==> config.mk <==
export PLATFORM = sky130hd
export DESIGN_NAME = pipe_mux_n
export DESIGN_NICKNAME = d
export VERILOG_FILES = /design/src/rtl/proc_pkg.sv /design/src/rtl/mux_n_comb.sv /design/src/rtl/pipe_mux_n.sv
export SDC_FILE = /design/constraint.sdc
export NUM_CORES = 1
export LEC_CHECK = 0
export CAP_MARGIN = 20
export CORE_MARGIN = 2
export CORE_UTILIZATION = 45
export DETAILED_ROUTE_END_ITERATION = 16
export PLACE_DENSITY = 0.9
export SKIP_CTS_REPAIR_TIMING = 1
export SKIP_LAST_GASP = 1
export SYNTH_ARGS = -nofsm -noshare
export SYNTH_HDL_FRONTEND = slang
export SYNTH_HIERARCHICAL = 1
export SYNTH_SLANG_ARGS = --single-unit
export TNS_END_PERCENT = 1
==> constraint.sdc <==
create_clock -name clk -period 3.6 [get_ports clk]
set_input_delay 0.54 -clock clk [delete_from_list [all_inputs] [get_ports clk]]
set_output_delay 0.54 -clock clk [all_outputs]
set_load 0.01 [all_outputs]
==> src/rtl/proc_pkg.sv <==
// proc_pkg: shared constants and sizing helpers for datapath blocks
package proc_pkg;
  localparam int XLEN = 32;
  function automatic int clog2_min1(input int n);
    return (n <= 2) ? 1 : $clog2(n);
  endfunction
endpackage

==> src/rtl/mux_n_comb.sv <==
// mux_n_comb: combinational N-way select with default value and illegal-code flag
module mux_n_comb
  import proc_pkg::*;
#(
  parameter int WIDTH = XLEN,
  parameter int N = 5,
  parameter logic [WIDTH-1:0] DEFAULT_VAL = '0,
  localparam int SELW = clog2_min1(N)
) (
  input  logic [N*WIDTH-1:0] data,
  input  logic [SELW-1:0]    sel,
  output logic [WIDTH-1:0]   word,
  output logic               err
);
  assign err = (N == (1 << SELW)) ? 1'b0 : (32'(sel) >= 32'(N));
  always_comb begin
    word = DEFAULT_VAL;
    for (int k = 0; k < N; k++) word = (32'(sel) == 32'(k)) ? data[k*WIDTH +: WIDTH] : word;
  end
endmodule

==> src/rtl/pipe_mux_n.sv <==
// pipe_mux_n: registered N-way select with valid/ready, skid buffer and sticky error
module pipe_mux_n
  import proc_pkg::*;
#(
  parameter int WIDTH = XLEN,
  parameter int N = 5,
  parameter logic [WIDTH-1:0] DEFAULT_VAL = '0,
  localparam int SELW = clog2_min1(N)
) (
  input  logic               clk,
  input  logic               rst,
  input  logic [N*WIDTH-1:0] in_data,
  input  logic [SELW-1:0]    in_sel,
  input  logic               in_valid,
  output logic               in_ready,
  output logic [WIDTH-1:0]   out_data,
  output logic               out_err,
  output logic               out_valid,
  input  logic               out_ready,
  output logic               err_sticky,
  input  logic               err_clr
);
  logic [WIDTH-1:0] new_data, main_data_q, main_data_d, skid_data_q, skid_data_d;
  logic new_err, main_err_q, main_err_d, skid_err_q, skid_err_d;
  logic main_valid_q, main_valid_d, skid_valid_q, skid_valid_d, sticky_q, sticky_d;
  logic accept, load_main;
  mux_n_comb #(.WIDTH(WIDTH), .N(N), .DEFAULT_VAL(DEFAULT_VAL)) u_mux (
    .data(in_data),
    .sel (in_sel),
    .word(new_data),
    .err (new_err)
  );
  assign accept    = in_valid & ~skid_valid_q;
  assign load_main = ~main_valid_q | out_ready;
  always_comb begin
    main_valid_d = load_main ? (skid_valid_q | accept) : 1'b1;
    main_data_d  = !load_main ? main_data_q : skid_valid_q ? skid_data_q : accept ? new_data : main_data_q;
    main_err_d   = !load_main ? main_err_q : skid_valid_q ? skid_err_q : accept ? new_err : main_err_q;
    skid_valid_d = load_main ? 1'b0 : (skid_valid_q | accept);
    skid_data_d  = (!load_main && accept) ? new_data : skid_data_q;
    skid_err_d   = (!load_main && accept) ? new_err : skid_err_q;
    sticky_d     = (accept && new_err) ? 1'b1 : err_clr ? 1'b0 : sticky_q;
  end
  always_ff @(posedge clk or posedge rst) begin
    if (rst) begin
      main_valid_q <= 1'b0;
      main_data_q  <= '0;
      main_err_q   <= 1'b0;
      skid_valid_q <= 1'b0;
      skid_data_q  <= '0;
      skid_err_q   <= 1'b0;
      sticky_q     <= 1'b0;
    end else begin
      main_valid_q <= main_valid_d;
      main_data_q  <= main_data_d;
      main_err_q   <= main_err_d;
      skid_valid_q <= skid_valid_d;
      skid_data_q  <= skid_data_d;
      skid_err_q   <= skid_err_d;
      sticky_q     <= sticky_d;
    end
  end
  assign in_ready   = ~skid_valid_q;
  assign out_valid  = main_valid_q;
  assign out_data   = main_data_q;
  assign out_err    = main_err_q;
  assign err_sticky = sticky_q;
endmodule

==> results.yml, run 1 <==
global_route:
  gr-total-overflow: 0
  grt_first_pass_wirelength_um: 20300
  antenna_found_initial: 0
  grt_max_degree: 39
  grt_usage_pct: 25.0
  grt_pass1_vias: 4223
timing:
  tns_ns: 0
  setup_violations: 0
  skew_ns: 0.00720
  tightest_slew_ns: 0.889
  rsz0062_at_grt: "no"
  final-hold-violation-count: 0
  max-slew-margin-rel_pct: 40.7
  finalCritPeriodShare_pct: 81.0
  slew_violations: 0
  max_freq_mhz: 343
  period_needed_ns: 2.91
  setup_slack_ns: 0.685
  whs_ns: 0.505
yosys:
  netlist_area_um2: 4310
  syn_nets: 547
  synthArstFlopShare_pct: 100
  synth-seq-cells: 69
  yosys-top-cells-area: "dfrtp_1, mux2_2, a32oi_1"
  synth_flop_cell: "dfrtp_1"
  ys_types: 18
  synthCells: 379
  yosysWarnings: 6
  synth_edf_count: 0
  syn_avg_cell_area_um2: 11.4
  yosysSeqAreaShare_pct: 40.1
  synth_top_area_share_pct: 40.1
  synth_top_area_cell: "dfrtp_1"
final_layout:
  drive_gt1_share_pct: 28.9
  multi_input_area_um2: 2300
  layout.nets: 734
  n_antenna_cell: 0
  regArea_um2: 1730
  fill_cells: 693
  area_growth_pct: 52.0
critical_path:
  cp_max_fo: 35
  worstSetupPathType: "primary input to register"
  startpoint_type: "primary input"
  crit_chain: "clkdlybuf4s50_1 > buf_4 > and3b_1 > buf_4 > a32oi_1 > a31oi_1 > mux2_2 > mux2_2"
  end_kind: "register"
  slowest_delay_ns: 0.65
  worstPathRequired_ns: 3.87
  critPathArrivalTime_ns: 3.18
  path_delay_family: "buffers and inverters"
  crit_path_top_delay_cell: "and3b_1"
  crit_buf_inv: 3
  regToRegSetupSlack_ns: 1.24
drt:
  dr_total_vias: 3898
  dr.pass1.iters: 4
  wl_um: 13000
  drc: 0
  ant_nets: 0
  initialDrtViolationCount: 121
  vias_per_cell: 5.57
  routedWlPerCell_um: 18.6
clock_tree:
  clk_path_buf_depth: 2
  worstSkewPairLatency_ns: 0.33
  clock-sinks: 69
  cts_buffers: 9
  htreeDepth: 3
  path_clk_slew_ns: 0.08
  cts_tree: "done"
  clockRootBuffer: "clkbuf_8"
pwr:
  irDropWorstVdd_v: 0.000257
  p_total_uw: 2710
  pwr_density_cell_nw_per_um2: 414
  p_leak_uw: 0.00264
place:
  gp_congestion: 0.724
  place.port_buffers: 203
  dp_slack_ns: 0.439
  hpwlAfterDp_um: 9500
worst_hold_path:
  hold_class: "register to register"
die:
  core-area_um2: 9280
  row_count: 35
  num_io_pins: 204
  fp.dieW_um: 102
  dieArea_um2: 10400
  die_y_um: 102
  start_util_pct: 46.4
job:
  cap_violations: 0
status:
  status: "finished clean"
## sequential cells by signal (all words and copies together) (netlist names)
name,count
skid_valid_q,1
skid_err_q,1
out_valid,1
out_err,1
out_data,32
skid_data_q,32
err_sticky,1
## Yosys cell counts (2+ instances only)
| cell type | number |
|---|---|
| a31oi_1 | 32 |
| a32oi_1 | 32 |
| buf_2 | 13 |
| buf_6 | 16 |
| clkbuf_1 | 6 |
| dfrtp_1 | 69 |
| inv_1 | 3 |
| mux2_2 | 129 |
| mux2_4 | 2 |
| nand2_1 | 33 |
| nor2_1 | 36 |
| o21a_1 | 2 |
## logic make-up after synthesis
kind of cell           Yosys count  synth area share [%]
AOI/OAI and AO/OA               67                  11.7
muxes                          131                  34.4
DFF                             69                  40.1
buffers and inverters           39                  6.59
and+or+nand+nor                 73                  7.17
## through the flow
| stage | util [%] | cells | cell area, um^2 |
|---|---|---|---|
| floorplan | - | 379 | 4310 |
| global placement | 67.9 | 683 | 6300 |
| detailed placement | 68.1 | 684 | 6320 |
| CTS | 70.5 | 700 | 6550 |
| global route | 70.5 | 700 | 6550 |
| finish | 70.5 | 700 | 6550 |
## power breakdown
group / internal, uW / leakage (uW) / switching (uW)
Sequential: 969 / 0.000871 / 117
Combinational: 601 / 0.00166 / 323
Clock: 408 / 0.000112 / 296
## cell usage in the layout (no fill, tap or decap)
cell,n
a31oi_1,32
and3b_1,1
dfrtp_1,68
mux2_2,129
dfrtp_2,1
o21a_2,1
nand2_1,33
o21a_1,1
nor2_2,2
clkbuf_8,10
inv_2,1
nor2_1,34
a32oi_1,32
or3b_2,1
mux2_4,2
clkinvlp_4,1
buf_4,7
nand2b_4,1
a32o_1,1
inv_1,2
buf_12,2
bufinv_16,2
clkinv_4,1
nor3b_4,1
clkinv_2,2
buf_2,1
clkdlybuf4s50_1,202
## path summary, 6_finish.rpt
check | startpoint | end | cells past startpoint
max in group asynchronous | rst | skid_valid_q$_DFF_PP0_ | 3
min in group asynchronous | rst | out_data[29]$_DFFE_PP0P_ | 2
setup / recovery | in_sel[0] | out_data[26]$_DFFE_PP0P_ | 8
hold reg to reg | skid_data_q[14]$_DFFE_PP0P_ | skid_data_q[14]$_DFFE_PP0P_ | 1
hold / removal | skid_data_q[14]$_DFFE_PP0P_ | skid_data_q[14]$_DFFE_PP0P_ | 1
setup reg to reg | skid_valid_q$_DFF_PP0_ | out_data[26]$_DFFE_PP0P_ | 2
## metal layers
layer / share of wire [%] / routed length, um / vias to the layer above / GRT usage (%)
li1: - / - / 1790 / -
met1: 38 / 4930 / 1919 / 28.2
met2: 54 / 7050 / 170 / 47.5
met3: 6.3 / 825 / 19 / 5.20
met4: 1.7 / 226 / 0 / 7.38
met5: 0 / 0 / - / 0
## area by class of cell
cell class | instances | area share [%]
Timing Repair Buffer | 212 | 32.4
Tap cell | 129 | 2.47
Multi-Input combinational cell | 271 | 35.2
Clock buffer | 10 | 2.10
Inverter | 3 | 0.172
Clock inverter | 6 | 1.32
Sequential cell | 69 | 26.4
(Power assumes the default switching activity.)
==> inputs of run 2 (changes only) <==
Settings changed: CORE_UTILIZATION 45 to 42, PLACE_DENSITY 0.9 to 0.85.
Clock period 3.6 ns to 3 ns, I/O delays scaled along.
==> results.yml, run 2 (synthesis results as in run 1) <==
status:
  status: "finished clean"
critical_path:
  end_kind: "register"
  worstPathRequired_ns: 3.27
  worstSetupPathType: "primary input to register"
  crit_path_top_delay_cell: "nor2_2"
  critPathArrivalTime_ns: 2.81
  crit_top_cell: "mux2_2"
  crit_chain: "clkdlybuf4s50_1 > nor2_2 > buf_4 > a32oi_1 > a31oi_1 > mux2_2 > mux2_2"
  cp_max_fo: 20
  startpoint_type: "primary input"
  slowest_delay_ns: 0.77
clock_tree:
  cts_tree: "done"
  htreeDepth: 3
  clock-sinks: 69
  path_clk_slew_ns: 0.07
  clk_path_buf_depth: 2
  cts_buffers: 9
  clockRootBuffer: "clkbuf_8"
  worstSkewPairLatency_ns: 0.34
final_layout:
  mostFrequentLayoutCell: "clkdlybuf4s50_1"
  n_antenna_cell: 0
  drive_gt1_share_pct: 29.1
  layout.nets: 737
  layout_common_cells: "clkdlybuf4s50_1, mux2_2, dfrtp_1"
  area_growth_pct: 52.6
timing:
  tns_ns: 0
  whs_ns: 0.501
  slew_violations: 0
  rsz0062_at_grt: "no"
  skew_ns: 0.0134
  final-hold-violation-count: 0
  max-slew-margin-rel_pct: 35.5
  max_freq_mhz: 393
  setup_violations: 0
  tightest_slew_ns: 0.967
  finalCritPeriodShare_pct: 84.8
  period_needed_ns: 2.54
global_route:
  grt_max_degree: 37
  grt_usage_pct: 24.2
  grt_pass1_vias: 4277
  grt_first_pass_wirelength_um: 21400
  gr-total-overflow: 0
  antenna_found_initial: 0
pwr:
  irDropWorstVdd_v: 0.000227
  p_leak_uw: 0.00265
  pwr_density_cell_nw_per_um2: 489
place:
  place.port_buffers: 203
  hpwlAfterDp_um: 9750
  gp_congestion: 0.799
drt:
  ant_nets: 0
  drc: 0
  dr_total_vias: 3894
  dr.pass1.iters: 4
  vias_per_cell: 5.51
  wl_um: 13500
  routedWlPerCell_um: 19.1
  initialDrtViolationCount: 140
die:
  num_io_pins: 204
  core-area_um2: 9860
  row_count: 36
  dieArea_um2: 11100
  start_util_pct: 43.7
  fp.dieW_um: 105
  die_y_um: 105
job:
  cap_violations: 0
worst_hold_path:
  hold_class: "register to register"
-- run 2: cell count changes in the layout (fill, tap and decap cells not counted), sizes merged --
cell / before / now
buf: 10 / 13
bufinv: 2 / 1
clkbuf: 10 / 13
clkinv: 3 / 1
-- run 2: power by group --
group	internal, uW	switching [uW]	total (uW)	leakage (uW)
sequential	1160	126	1290	0.000871
clock	452	346	798	0.000106
combinational	726	403	1130	0.00168
total	2340	875	3220	0.00265
-- run 2: final cells by class --
type | instances | area, um^2
inverters | 3 | 11.3
repair buffers | 215 | 2150
well taps | 133 | 166
fillers | 772 | 3290
flip-flops and latches | 69 | 1730
clock inverters | 3 | 42.5
multi-input cells | 271 | 2300
clock buffers | 13 | 169
-- run 2: stage by stage --
stage / utilization, % / instances / area, um^2 / setup slack [ns] / total power, uW
2_1_floorplan: - / 379 / 4310 / 0.810 / 1840
5_1_grt: 66.7 / 707 / 6580 / 0.339 / 3380
6_report: 66.7 / 707 / 6580 / 0.457 / 3220
3_3_place_gp: 64.5 / 691 / 6360 / 0.317 / 2380
4_1_cts: 66.7 / 707 / 6580 / 0.507 / 3230
3_5_place_dp: 64.5 / 691 / 6360 / 0.183 / 2430
-- run 2: path summary, 6_finish.rpt --
path	from	end	slack, ns	cells after the start
max in group asynchronous	rst	skid_data_q[28]$_DFFE_PP0P_	1.73	3
min reg2reg	skid_data_q[18]$_DFFE_PP0P_	skid_data_q[18]$_DFFE_PP0P_	0.50	1
min in group asynchronous	rst	skid_data_q[3]$_DFFE_PP0P_	0.60	2
max reg2reg	out_valid$_DFF_PP0_	out_data[3]$_DFFE_PP0P_	1.32	4
min	skid_data_q[18]$_DFFE_PP0P_	skid_data_q[18]$_DFFE_PP0P_	0.50	1
max	in_sel[2]	out_data[5]$_DFFE_PP0P_	0.46	7
-- run 2: routing by layer --
| layer | wire length, um | vias to the layer above | track usage (%) |
|---|---|---|---|
| met2 | 7160 | 176 | 45.1 |
| met1 | 5240 | 1895 | 27.2 |
| met3 | 779 | 31 | 4.45 |
| met4 | 314 | 0 | 9.24 |
| met5 | 0 | - | 0 |
| li1 | - | 1792 | - |
-- run 2: critical path: cells and delay by family --
family / cells / cell delay, ns
mux: 2 / 0.33
simple gates: 1 / 0.77
buf+inv: 2 / 0.86
compound gates: 2 / 0.40
